$ cat config.mk
export PLATFORM = sky130hd
export DESIGN_NAME = imba_menu_controller
export DESIGN_NICKNAME = d
export VERILOG_FILES = /design/src/rtl/imba_menu_controller.sv
export SDC_FILE = /design/constraint.sdc
export NUM_CORES = 1
export LEC_CHECK = 0
export BUFFER_PORTS_ARGS = -buffer_cell sky130_fd_sc_hd__buf_2
export CAP_MARGIN = 20
export CORE_MARGIN = 8
export CORE_UTILIZATION = 60
export CTS_BUF_LIST = sky130_fd_sc_hd__clkbuf_8
export CTS_CLUSTER_SIZE = 20
export DETAILED_ROUTE_END_ITERATION = 12
export HOLD_SLACK_MARGIN = 0.1
export PLACE_DENSITY = 0.85
export SLEW_MARGIN = 20
export SYNTH_ARGS = -nofsm -noshare
export SYNTH_HDL_FRONTEND = slang
export SYNTH_SLANG_ARGS = --single-unit
$ cat constraint.sdc
create_clock -name CLK_VGA -period 3.98 [get_ports CLK_VGA]
set_clock_uncertainty 0.15 [all_clocks]
set_input_delay 0.995 -clock CLK_VGA [delete_from_list [all_inputs] [get_ports CLK_VGA]]
set_output_delay 0.995 -clock CLK_VGA [all_outputs]
set_load 0.005 [all_outputs]
$ cat src/rtl/imba_menu_controller.sv
// ============================================================================
// Module   : imba_menu_controller
// Purpose  : Clap/button driven menu state feeding the overlay renderer.
// Revision : 1.0
// ============================================================================
`default_nettype none

module imba_menu_controller #(
    parameter logic [31:0] TIMEOUT_CYCLES = 32'd540_000_000
) (
    input  logic       CLK_VGA,
    input  logic       RST_N,
    input  logic       clap_pulse,
    input  logic       btn_up,
    input  logic       btn_down,
    input  logic       btn_select,
    input  logic       btn_left,
    input  logic       btn_right,
    output logic       Menu_Clap,
    output logic [1:0] menu_state,
    output logic [2:0] cursor,
    output logic [1:0] LIRO_state,
    output logic [1:0] wave_sel,
    output logic       axis_en,
    output logic       grid_en,
    output logic       ticks_en,
    output logic       fft_en,
    output logic       amp_en
);

    typedef enum logic [1:0] {
        PG_MAIN = 2'd0,
        PG_WAVE = 2'd1,
        PG_DISP = 2'd2,
        PG_ANAL = 2'd3
    } page_e;

    localparam int BI_UP = 0, BI_DOWN = 1, BI_SEL = 2, BI_LEFT = 3, BI_RIGHT = 4;

    logic        open_q,  open_d;
    page_e       page_q,  page_d;
    logic [2:0]  cursor_q, cursor_d;
    logic [1:0]  liro_q,  liro_d;
    logic [1:0]  wave_q,  wave_d;
    logic        axis_q,  axis_d;
    logic        grid_q,  grid_d;
    logic        ticks_q, ticks_d;
    logic        fft_q,   fft_d;
    logic        amp_q,   amp_d;
    logic [4:0]  btn_q,   btn_d;
    logic [31:0] idle_q,  idle_d;

    logic [4:0]  btn_now;
    logic [4:0]  ev;
    logic [2:0]  last_idx;
    logic        timeout_hit;

    always_ff @(posedge CLK_VGA or negedge RST_N) begin
        if (!RST_N) begin
            open_q   <= 1'b0;
            page_q   <= PG_MAIN;
            cursor_q <= 3'd0;
            liro_q   <= 2'd0;
            wave_q   <= 2'd0;
            axis_q   <= 1'b1;
            grid_q   <= 1'b0;
            ticks_q  <= 1'b1;
            fft_q    <= 1'b0;
            amp_q    <= 1'b0;
            btn_q    <= 5'd0;
            idle_q   <= 32'd0;
        end else begin
            open_q   <= open_d;
            page_q   <= page_d;
            cursor_q <= cursor_d;
            liro_q   <= liro_d;
            wave_q   <= wave_d;
            axis_q   <= axis_d;
            grid_q   <= grid_d;
            ticks_q  <= ticks_d;
            fft_q    <= fft_d;
            amp_q    <= amp_d;
            btn_q    <= btn_d;
            idle_q   <= idle_d;
        end
    end

    always_comb begin
        btn_now  = {btn_right, btn_left, btn_select, btn_down, btn_up};
        ev       = btn_now & ~btn_q;
        btn_d    = btn_now;
        open_d   = open_q;
        page_d   = page_q;
        cursor_d = cursor_q;
        liro_d   = liro_q;
        wave_d   = wave_q;
        axis_d   = axis_q;
        grid_d   = grid_q;
        ticks_d  = ticks_q;
        fft_d    = fft_q;
        amp_d    = amp_q;
        idle_d   = idle_q;

        case (page_q)
            PG_MAIN: last_idx = 3'd2;
            PG_WAVE: last_idx = 3'd4;
            PG_DISP: last_idx = 3'd3;
            default: last_idx = 3'd2;
        endcase

        timeout_hit = (TIMEOUT_CYCLES != 32'd0) && open_q &&
                      (idle_q == TIMEOUT_CYCLES - 32'd1);

        if (clap_pulse) begin
            // Opening and closing both land on main page, cursor 0.
            open_d   = ~open_q;
            page_d   = PG_MAIN;
            cursor_d = 3'd0;
            idle_d   = 32'd0;
        end else if (!open_q) begin
            idle_d = 32'd0;
        end else begin
            idle_d = (|ev) ? 32'd0 : idle_q + 32'd1;

            if (ev[BI_LEFT] && !ev[BI_RIGHT])
                liro_d = liro_q - 2'd1;
            else if (ev[BI_RIGHT] && !ev[BI_LEFT])
                liro_d = liro_q + 2'd1;

            if (timeout_hit) begin
                open_d   = 1'b0;
                page_d   = PG_MAIN;
                cursor_d = 3'd0;
                idle_d   = 32'd0;
            end else if (ev[BI_SEL]) begin
                case (page_q)
                    PG_MAIN: begin
                        page_d   = page_e'(cursor_q[1:0] + 2'd1);
                        cursor_d = 3'd0;
                    end
                    PG_WAVE: begin
                        if (cursor_q == 3'd4) begin
                            page_d   = PG_MAIN;
                            cursor_d = 3'd0;
                        end else begin
                            wave_d = cursor_q[1:0];
                        end
                    end
                    PG_DISP: begin
                        case (cursor_q)
                            3'd0:    axis_d  = ~axis_q;
                            3'd1:    grid_d  = ~grid_q;
                            3'd2:    ticks_d = ~ticks_q;
                            default: begin
                                page_d   = PG_MAIN;
                                cursor_d = 3'd0;
                            end
                        endcase
                    end
                    default: begin
                        case (cursor_q)
                            3'd0:    fft_d = ~fft_q;
                            3'd1:    amp_d = ~amp_q;
                            default: begin
                                page_d   = PG_MAIN;
                                cursor_d = 3'd0;
                            end
                        endcase
                    end
                endcase
            end else if (ev[BI_UP] && !ev[BI_DOWN]) begin
                if (cursor_q != 3'd0)
                    cursor_d = cursor_q - 3'd1;
            end else if (ev[BI_DOWN] && !ev[BI_UP]) begin
                if (cursor_q < last_idx)
                    cursor_d = cursor_q + 3'd1;
            end
        end
    end

    assign Menu_Clap  = open_q;
    assign menu_state = page_q;
    assign cursor     = cursor_q;
    assign LIRO_state = liro_q;
    assign wave_sel   = wave_q;
    assign axis_en    = axis_q;
    assign grid_en    = grid_q;
    assign ticks_en   = ticks_q;
    assign fft_en     = fft_q;
    assign amp_en     = amp_q;

endmodule

`default_nettype wire

# == After elaboration in Yosys (flattened, before gate mapping) ==
# Index checks and enable logic that the tools add are counted.
# Widths: inputs -> output; s select.
# classes
n_reduce_logical,30
magnitude_cmp,1
mux,30
addsub,6
n_bitwise,12
eq_ne,13
# op_table
op,count
$mux 32,4
$reduce_and 6->1,6
$mux 3,11
$add 32x1->32 const B,1
$eq 32x30->1 const B,1
$mux 2,9
$ne 5x5->1 const B,2
$not 1->1,10
$reduce_bool 5->1,2
$pmux 3 s3,1
$ne 4x4->1 const B,2
$ne 7x3->1 const B,1
$reduce_and 7->1,1
$ne 6x1->1 const B,1
$pmux 2 s3,1
$pmux 3 s2,1
$reduce_bool 3->1,2
$reduce_or 3->1,2
$and 5x5->5,1
$logic_and 1x1->1,5
$ne 5x4->1 const B,1
$not 5->5,1
$reduce_and 5->1,1
$reduce_or 5->1,1
17 further kinds,24
# word_totals
output_inout_bits,15
reg_bits,52

# == Logic depth before layout (Yosys ltp) ==
# Gate-level depths: netlist of run 1.
# logic_depth
depth_word,10
mapped_depth,9
depth_no_buf,8

# == Least setup slack after synthesis of run 1 ==
# Ideal clock, no wire load.
# synth_timing
path_kind,register to register
startpoint,reg page_q[1] (netlist: menu_state[1])
endpoint,reg cursor_q[0] (netlist: cursor[0])
stages_incl_launch_ff,10
required_time_ns,3.753
setup_ns,0.077
arrival_time_ns,2.016
setup_slack_ns,1.736
period_less_slack_ns,2.244
path_buffers,1
path_cell_list,dfrtp_1 > clkbuf_2 > nand2b_1 > inv_1 > ha_1 > nor4b_1 > nor2_1 > o32ai_2 > mux2_2 > a21oi_1
# synth_via
elab_chain_cells,6
word_cells_on_any_way,15
# synth_lines
item,line,rtl
"start, declared",41,"page_e page_q, page_d;"
"start signal, assigned",74,page_q <= page_d;
"parallel branches: the longest is 6 deep, another holds $lt 3x3->1",-,
"end signal, assigned",75,cursor_q <= cursor_d;
"end, declared",42,"logic [2:0] cursor_q, cursor_d;"
# Parallel ways; which one is timed is not known. The select of a mux whose other input is x is not followed.
# A chain may end at the register's enable or synchronous reset.

# == Worst setup path after layout of run 1 ==
# layout_timing
startpoint,in btn_select
endpoint,reg idle_q[27]
# layout_via
elab_chain_cells,6
# layout_lines
item,line,rtl
"start, declared",16,"input logic btn_select,"
$and 5x5->5,90,ev = btn_now & ~btn_q;
$reduce_or 5->1,123,idle_d = (|ev) ? 32'd0 : idle_q + 32'd1;
$mux 32,123,
$mux 32,130,if (timeout_hit) begin
$mux 32,120,end else if (!open_q) begin
$mux 32,114,if (clap_pulse) begin
net idle_d[27],51,"logic [31:0] idle_q, idle_d;"
"end signal, assigned",84,idle_q <= idle_d;
"end, declared",51,
# The timed path passes the listed nets, and every way through them passes these cells.

==> metrics.yaml, run 1 <==
drt-total-wl_microns: 5675
root_buffer: "clkbuf_8"
antenna_cells: 0
final-setup-viol-count: 0
nNetsFinal: 329
grt_max_degree: 53
p_leak_nw: 1.341
num_io_pins: 23
slew_violations: 0
fmax_mhz: 399.3
period_needed_ps: 2505
post-route-period-util_pct: 62.93
crit_type: "primary input to flip-flop"
ys_types: 47
synth-async-reset-ratio_pct: 100.0
path_max_fanout: 32
hold_start: "amp_en"
ir_worst_vdd_v: 0.0002541
ant_nets: 0
finalNonFillerCells: 367
outcome: "completed"
syn-instance-count: 294
clkTransAtPathRegs_ps: 90
die_x_microns: 84.99
ys_ff_latch: 52
grt-ovfl-total: 0
area_growth_syn_to_layout_pct: 8.151
fp.coreArea_sq_um: 4661
rsz0062_at_grt: "false"
power_density_nw_per_um2: 336.7
place_hpwl_microns: 3982
met1_length_microns: 2515
num-fill-cells: 356
start_util_pct: 61.26
grt_antenna_before_repair: 0
drt_iter0_drc: 143
power_mw: 1.040
arrival_ps: 2550
first_pass_iters: 4
cp.required_ps: 4030
ys_seq_area_share_pct: 45.66
die_y_microns: 84.99
tns_ps: 0
row_count: 25
cts.repair.resized: 0
grt_pass1_vias: 2180
r2r-start: "cursor[0]"
cts_setup_buffers: 0
port_buffers: 22
die_area_sq_um: 7222
hold_buffers: 0
start_kind: "primary input"
reg2reg_depth: 6
routedWlPerCell_microns: 15.46
cts_tree: "yes"
yosys_warnings: 0
synth-edff-count: 0
final-hold-violation-count: 0
clock_path_buffers: 2
fin_util_pct: 66.26
drcViolationCount: 0
dp_cells: 359
cts_sinks: 52
hold_path_depth: 1
synth_nets: 311
grt_pass1_wl_microns: 9798
timing.hold.ws_ps: 311.7
clk-insertion-delay-late_ps: 310
cts_made_buffers: 5
place.gp.congestion: 0.8999
via_per_inst: 6.101
vias: 2239
r2r_end: "menu_state[0]"
holdPathEnd: "amp_en"
slew_headroom_pct: 57.85
worst_pin_slew_ps: 632.2
met2_wirelength_microns: 2762
crit_path_end_kind: "flip-flop"
met3_length_microns: 314
syn_area_per_cell_sq_um: 9.712
syn_area_sq_um: 2855
maxCapViolCount: 0
grt_use_total_pct: 16.46
htreeDepth: 2
holdCritPathClass: "flip-flop to flip-flop"
routed.top_layer: "met4"
synth-main-ff-cell: "dfrtp_1"
final_layout_size_suffix_gt1_share_pct: 13.10
rrSetupSlack_ps: 1480
==> critical path: stages <==
cell and delay, ps:
buf_2 110, nand2b_1 330, nand4_1 160, nor3_1 250, nand2_2 390, a211oi_1 310
==> cell type report <==
class	count	area, sq um	area share, %
Inverter	8	30.03	0.9724
Multi-Input combinational cell	222	1459	47.24
Tap cell	54	67.56	2.188
Sequential cell	52	1304	42.22
Clock buffer	5	68.82	2.229
Clock inverter	3	38.79	1.256
Timing Repair Buffer	23	120.1	3.890
==> cell usage after synthesis (3+ instances only) <==
| cell | count | share of area (%) |
|---|---|---|
| nor4b_1 | 3 | 0.92 |
| nor4_1 | 9 | 2.0 |
| buf_4 | 3 | 0.79 |
| and3_1 | 6 | 1.3 |
| nor2_1 | 38 | 5.0 |
| a41oi_1 | 3 | 0.92 |
| dfrtp_1 | 50 | 44 |
| nand2b_1 | 9 | 2.0 |
| nand3_1 | 20 | 3.5 |
| clkbuf_1 | 4 | 0.53 |
| inv_1 | 8 | 1.1 |
| xnor2_1 | 9 | 2.8 |
| nand2_1 | 21 | 2.8 |
| ha_1 | 9 | 3.9 |
| xor2_1 | 27 | 8.3 |
| nor3_1 | 5 | 0.88 |
| nor2b_1 | 5 | 1.1 |
| nand4_1 | 13 | 2.8 |
| buf_2 | 3 | 0.53 |
| a21oi_1 | 5 | 0.88 |
| o21ai_0 | 7 | 1.2 |
| and4_1 | 4 | 1.2 |
| or3_1 | 3 | 0.66 |
==> logic make-up after synthesis <==
logic type	after synthesis	synth area share, %
AOI/OAI and AO/OA	26	6.398
xor gates and xnor gates	36	11.04
adders and majority gates	9	3.944
buffers and inverters	20	3.242
DFF	52	45.66
muxes	3	1.183
and+or+nand+nor	148	28.53
==> layout by cell type (no fill, tap or decap), drive strengths merged, types with 2 or more instances in the layout <==
master / instances
nor3b: 2
or3: 4
nor3: 7
nor2: 38
nor2b: 5
a21oi: 5
inv: 9
xnor2: 9
ha: 9
a41oi: 3
and3: 6
o31ai: 2
o21ai: 7
nand4: 15
buf: 23
nand3: 20
mux2: 3
nor4b: 3
clkbuf: 5
nand2b: 9
dfstp: 2
and4: 4
nand2: 22
xor2: 27
nor4: 9
o41ai: 2
dfrtp: 50
==> per-layer routing <==
layer  up-vias  global-route usage [%]
li1       1072                       -
met1      1095                   19.87
met2        62                   27.49
met3        10                   3.571
met4         0                   7.120
met5         -                       0
==> state kept, by name, indices dropped and copies added, names as in the netlist <==
| register | count |
|---|---|
| idle_q | 32 |
| btn_q | 5 |
| cursor | 3 |
| LIRO_state | 2 |
| menu_state | 2 |
| wave_sel | 2 |
| Menu_Clap | 1 |
| amp_en | 1 |
| axis_en | 1 |
| fft_en | 1 |
| grid_en | 1 |
| ticks_en | 1 |
==> through the flow <==
step,setup WS (ps),area (sq um)
global route,1191,3088
global placement,1275,2978
floorplan,1736,2855
CTS,1455,3085
finish,1475,3088
detailed placement,1138,2978
==> worst max-delay path by stage <==
stage	from	to	slack, ps	cells past startpoint
3_5_place_dp	btn_select	idle_q[27]	1140	6
2_1_floorplan	menu_state[1]	cursor[0]	1740	9
6_report	btn_select	idle_q[27]	1480	6
3_3_place_gp	btn_select	idle_q[27]	1280	6
5_1_grt	menu_state[1]	cursor[0]	1190	8
4_1_cts	btn_select	idle_q[27]	1460	6
==> report_power, final <==
group | total, mW | switching [mW] | internal [mW]
sequential | 0.575 | 0.0260 | 0.549
clock | 0.352 | 0.167 | 0.184
combinational | 0.113 | 0.0650 | 0.0484
Power figures use the tool's default switching activity.
==> run 2, diff against run 1 <==
ABC_AREA = 1   (was unset)
CORE_UTILIZATION = 57   (was 60)
PLACE_DENSITY = 0.84   (was 0.85)
clock period = 2.19 ns   (was 3.98 ns; I/O delays follow)
==> metrics.yaml, run 2 <==
final_cell_mix: "nand2_1, nor2_1, inv_1"
via_per_inst: 5.400
die_area_sq_um: 8311
routedWlPerCell_microns: 13.41
synth_common_cells: "nand2_1, nor2_1, inv_1, dfrtp_1, nand3_1"
seq_area_sq_um: 1305
arrival_ps: 2130
synth-edff-count: 0
yosysMostFrequentCell: "nand2_1"
post-route-period-util_pct: 94.88
clkTransAtPathRegs_ps: 100
power_density_nw_per_um2: 693.2
r2r_end: "idle_q[11]"
worst_pin_slew_ps: 536.0
drt-total-wl_microns: 7135
cts_tree: "yes"
p_leak_nw: 1.555
fmax_mhz: 481.3
rrSetupSlack_ps: 110
area_growth_syn_to_layout_pct: 10.64
rsz0062_at_grt: "false"
drcViolationCount: 0
antenna_cells: 0
port_buffers: 22
finalNonFillerCells: 532
power_frac_seq_pct: 47.1
p_clk_share_pct: 28.3
cts_setup_buffers: 0
ys_ff_latch: 52
start_util_pct: 58.85
crit_type: "flip-flop to flip-flop"
grt_pass1_vias: 2701
critPathLaunch: "idle_q[0]"
root_buffer: "clkbuf_8"
fin_util_pct: 65.11
grt_use_total_pct: 17.73
num-fill-cells: 453
final-hold-violation-count: 0
final-setup-viol-count: 0
start_kind: "flip-flop"
outcome: "completed"
cts_made_buffers: 5
syn_area_per_cell_sq_um: 7.490
ys_seq_area_share_pct: 40.48
path_max_fanout: 13
vias: 2873
endpoint: "idle_q[11]"
htreeDepth: 2
dp_cells: 523
final_common_cell: "nand2_1"
tns_ps: 0
top_register: "idle_q"
crit_path_end_kind: "flip-flop"
yosysTopAreaCell: "dfrtp_1"
clk-insertion-delay-late_ps: 310
drt_iter0_drc: 293
power_mw: 2.470
clock_path_buffers: 2
synth-main-ff-cell: "dfrtp_1"
fp.coreArea_sq_um: 5473
syn_area_sq_um: 3221
num_io_pins: 23
p_int_mw: 1.686
grt-ovfl-total: 0
ir_worst_vdd_v: 0.0004903
ant_nets: 0
pre_cts_slack_ps: 112.6
cp.required_ps: 2240
slew_headroom_pct: 64.27
setup_slack_ps: 112.2
r2r-start: "idle_q[0]"
die_x_microns: 91.17
holdCritPathClass: "primary input to flip-flop"
netSwitchingPower_uw: 783.9
syn-instance-count: 430
nNetsFinal: 476
synth_top_area_share_pct: 38.85
period_needed_ps: 2078
slew_violations: 0
row_count: 27
maxCapViolCount: 0
final_layout_size_suffix_gt1_share_pct: 15.87
place.gp.congestion: 0.9302
reg2reg_depth: 9
multi_input_area_sq_um: 1682
cts_sinks: 52
combPwrFrac_pct: 24.6
yosys_warnings: 0
first_pass_iters: 6
synth_area_leaders: "dfrtp_1, nand2_1, nor2_1"
grt_max_degree: 32
ys_types: 29
synth_nets: 447
largest_reg_flops: 32
grt_antenna_before_repair: 0
place_hpwl_microns: 5502
grt_pass1_wl_microns: 12240
die_y_microns: 91.17
swShare_pct: 31.73
synth-async-reset-ratio_pct: 100.0
-- run 2: changes by cell type in the layout (fill, tap and decap cells not counted), moves of 7 or more --
cell      delta
nand2_2      +7
nor2_1      +31
nand2b_1     -9
nor3_1      +16
xor2_1      -15
nand2_1     +80
nor2_2      +12
inv_1       +46
nor4_1       -8
-- run 2: cell families after synthesis --
family / after synthesis / synth area share (%)
AO/OA/AOI/OAI: 21 / 3.574
XOR/XNOR: 24 / 6.527
adder cells (fa/ha/maj): 9 / 3.497
buffers and inverters: 60 / 7.537
flip-flops: 52 / 40.48
AND/OR/NAND/NOR: 264 / 38.38
-- run 2: area by class of cell --
class	instances	area share [%]
inverter	56	5.899
timing repair buffer	26	4.354
tap	72	2.528
sequential	52	36.62
multi-input combinational	318	47.19
clock buffer	6	2.317
clock inverter	2	1.088
-- run 2: worst min-delay path by stage --
stage | slack [ps] | depth (start not counted) | to | startpoint
6_report | 210 | 1 | btn_q[0] | btn_up
5_1_grt | 190 | 1 | btn_q[0] | btn_up
4_1_cts | 200 | 1 | btn_q[1] | btn_down
3_5_place_dp | 310 | 1 | LIRO_state[1] | LIRO_state[1]
3_3_place_gp | 310 | 1 | LIRO_state[1] | LIRO_state[1]
2_1_floorplan | 100 | 0 | LIRO_state[0] | RST_N
-- run 2: per-layer routing --
layer  global-route usage [%]  part of all wire (%)  vias to the layer above
li1                         -                     -                     1409
met1                    22.46                    44                     1319
met2                    28.72                    47                      127
met3                    4.115                   7.0                       18
met4                    6.685                   2.0                        0
met5                        0                     0                        -
-- run 2: power groups by stage --
| stage | Clock (mW) | Sequential, mW | Combinational [mW] |
|---|---|---|---|
| after global placement | 0 | 1.18 | 0.588 |
| after detailed placement | 0 | 1.18 | 0.612 |
| after global routing | 0.750 | 1.18 | 0.694 |
| final | 0.699 | 1.16 | 0.607 |
| after CTS | 0.715 | 1.16 | 0.615 |
| after floorplan | 0 | 1.17 | 0.402 |
-- run 2: per-stage QoR --
step	area (sq um)	hold slack (ps)
6_report	3563	209.3
5_1_grt	3563	190.0
4_1_cts	3555	195.8
3_5_place_dp	3423	306.3
3_3_place_gp	3423	307.6
2_1_floorplan	3221	101.9
-- run 2: repair_timing --
| item | in CTS | in global routing |
|---|---|---|
| setup endpoints to repair | 0 | 18 |
| hold buffers | 1 | 0 |
| endpoints found under the hold margin | 19 | 0 |
| resized for setup | 0 | 2 |
-- run 2: critical path, stage by stage (launching register included) --
cell	delay, ps
dfrtp_1	420
ha_1	230
nand2_2	90
nor2_4	150
nand2_4	100
nor2_1	220
nand2_2	160
nand3_4	180
buf_4	200
nor2_1	60
==> run 3, diff against run 2 <==
CORE_UTILIZATION = 55   (was 57)
PLACE_DENSITY = 0.82   (was 0.84)
==> metrics.yaml, run 3 (synthesis gave the netlist of run 2 again) <==
outcome: "completed"
num-fill-cells: 498
drcViolationCount: 0
seq_area_sq_um: 1304
hold_start: "btn_down"
antenna_cells: 0
critical_path_buf_inv_count: 1
power_mw: 2.368
crit_path_end_kind: "flip-flop"
holdPathEnd: "btn_q[1]"
rsz0062_at_grt: "false"
ir_worst_vdd_v: 0.0004708
port_buffers: 22
largest_reg_flops: 32
drt_iter0_drc: 209
slew_headroom_pct: 62.85
power_frac_seq_pct: 48.6
p_int_mw: 1.553
num_io_pins: 23
final_common_cell: "nand2_1"
htreeDepth: 2
p_leak_nw: 1.549
place.gp.congestion: 0.9586
slew_violations: 0
combPwrFrac_pct: 26.4
via_per_inst: 5.228
fmax_mhz: 497.1
place_hpwl_microns: 5558
final-setup-viol-count: 0
maxCapViolCount: 0
crit_type: "flip-flop to flip-flop"
swShare_pct: 34.41
pre_cts_slack_ps: 126.4
final-hold-violation-count: 0
clkTransAtPathRegs_ps: 100
die_area_sq_um: 8560
finalNonFillerCells: 536
ant_nets: 0
cts_sinks: 52
rrSetupSlack_ps: 180
hold_path_depth: 1
critPathLaunch: "idle_q[0]"
multi_input_area_sq_um: 1682
die_x_microns: 92.52
r2r_end: "idle_q[14]"
tns_ps: 0
clock_path_buffers: 2
power_density_nw_per_um2: 667.6
worst_pin_slew_ps: 557.3
post-route-period-util_pct: 91.85
start_util_pct: 55.71
final_layout_size_suffix_gt1_share_pct: 15.84
drt-total-wl_microns: 7130
dp_cells: 527
crit_chain: "ha_1, nand2_2, nor2_4, nand2_4, nor2_1, nand2_2, nand3_4, buf_4, nor2_1"
cp.required_ps: 2240
fp.coreArea_sq_um: 5781
p_clk_share_pct: 24.9
root_buffer: "clkbuf_8"
row_count: 28
holdCritPathClass: "primary input to flip-flop"
top_register: "idle_q"
arrival_ps: 2060
reg2reg_depth: 9
grt_pass1_wl_microns: 12530
grt_antenna_before_repair: 0
grt_pass1_vias: 2740
grt_use_total_pct: 17.69
start_kind: "flip-flop"
netSwitchingPower_uw: 814.8
final_cell_mix: "nand2_1, nor2_1, inv_1"
routedWlPerCell_microns: 13.30
die_y_microns: 92.52
grt_max_degree: 30
path_max_fanout: 12
first_pass_iters: 4
vias: 2802
nNetsFinal: 477
timing.hold.ws_ps: 197.1
setup_slack_ps: 178.5
critical_path.slowest_cell: "dfrtp_1"
period_needed_ps: 2011
area_growth_syn_to_layout_pct: 10.14
r2r-start: "idle_q[0]"
critical_path.max_stage_delay_ps: 430
grt-ovfl-total: 0
clk-insertion-delay-late_ps: 310
cts_tree: "yes"
cts_made_buffers: 5
cp_top_family: "simple AND/OR/NAND/NOR gates"
==> run 3: cell count changes in the layout (fill, tap and decap cells not counted), sizes merged <==
cell,previous run,this run
clkbuf,6,5
bufinv,1,0
inv,56,58
buf,25,26
==> run 3: final cells by class <==
cell class / count / area share, %
repair buffers: 27 / 4.586
well taps: 75 / 2.646
flip-flops and latches: 52 / 36.75
clock inverters: 3 / 0.7407
clock buffers: 5 / 1.940
inverters: 56 / 5.926
multi-input cells: 318 / 47.41
==> run 3: layer usage <==
layer / share of wire (%) / vias to the layer above / routed length, microns / global-route usage [%]
met5: 0 / - / 0 / 0
met4: 2.8 / 0 / 200 / 7.785
met3: 4.6 / 18 / 327 / 3.317
met2: 47 / 82 / 3366 / 29.08
met1: 45 / 1295 / 3236 / 22.17
li1: - / 1407 / - / -
==> run 3: how the worst max path moves through the flow <==
stage                     depth (start not counted)             to
after floorplan                                  10  menu_state[1]
after detailed placement                          9      idle_q[0]
after global routing                             10  menu_state[1]
after global placement                            9     idle_q[11]
after CTS                                         9      idle_q[4]
final                                             9     idle_q[14]
==> run 3: stage by stage <==
step,utilization (%),instance area (sq um)
CTS,61.23,3540
global route,61.36,3547
finish,61.36,3547
detailed placement,59.42,3435
global placement,59.42,3435
floorplan,-,3221
==> run 3: what timing repair did <==
item,CTS,global route
setup endpoints to repair,0,19
setup buffers,0,0
hold buffers,1,0
gates resized for setup,0,1
hold endpoints to repair,21,0
==> run 3: worst register-to-register path, cell delays in order, from the launching register on <==
cell and delay [ps]:
dfrtp_1 430, ha_1 230, nand2_2 90, nor2_4 150, nand2_4 100, nor2_1 170
nand2_2 140, nand3_4 170, buf_4 210, nor2_1 70
==> run 3: power groups by stage <==
stage	Clock [mW]	Sequential, mW	Combinational (mW)
finish	0.591	1.15	0.626
global route	0.640	1.17	0.714
CTS	0.598	1.15	0.630
detailed placement	0	1.17	0.623
global placement	0	1.17	0.608
floorplan	0	1.17	0.402
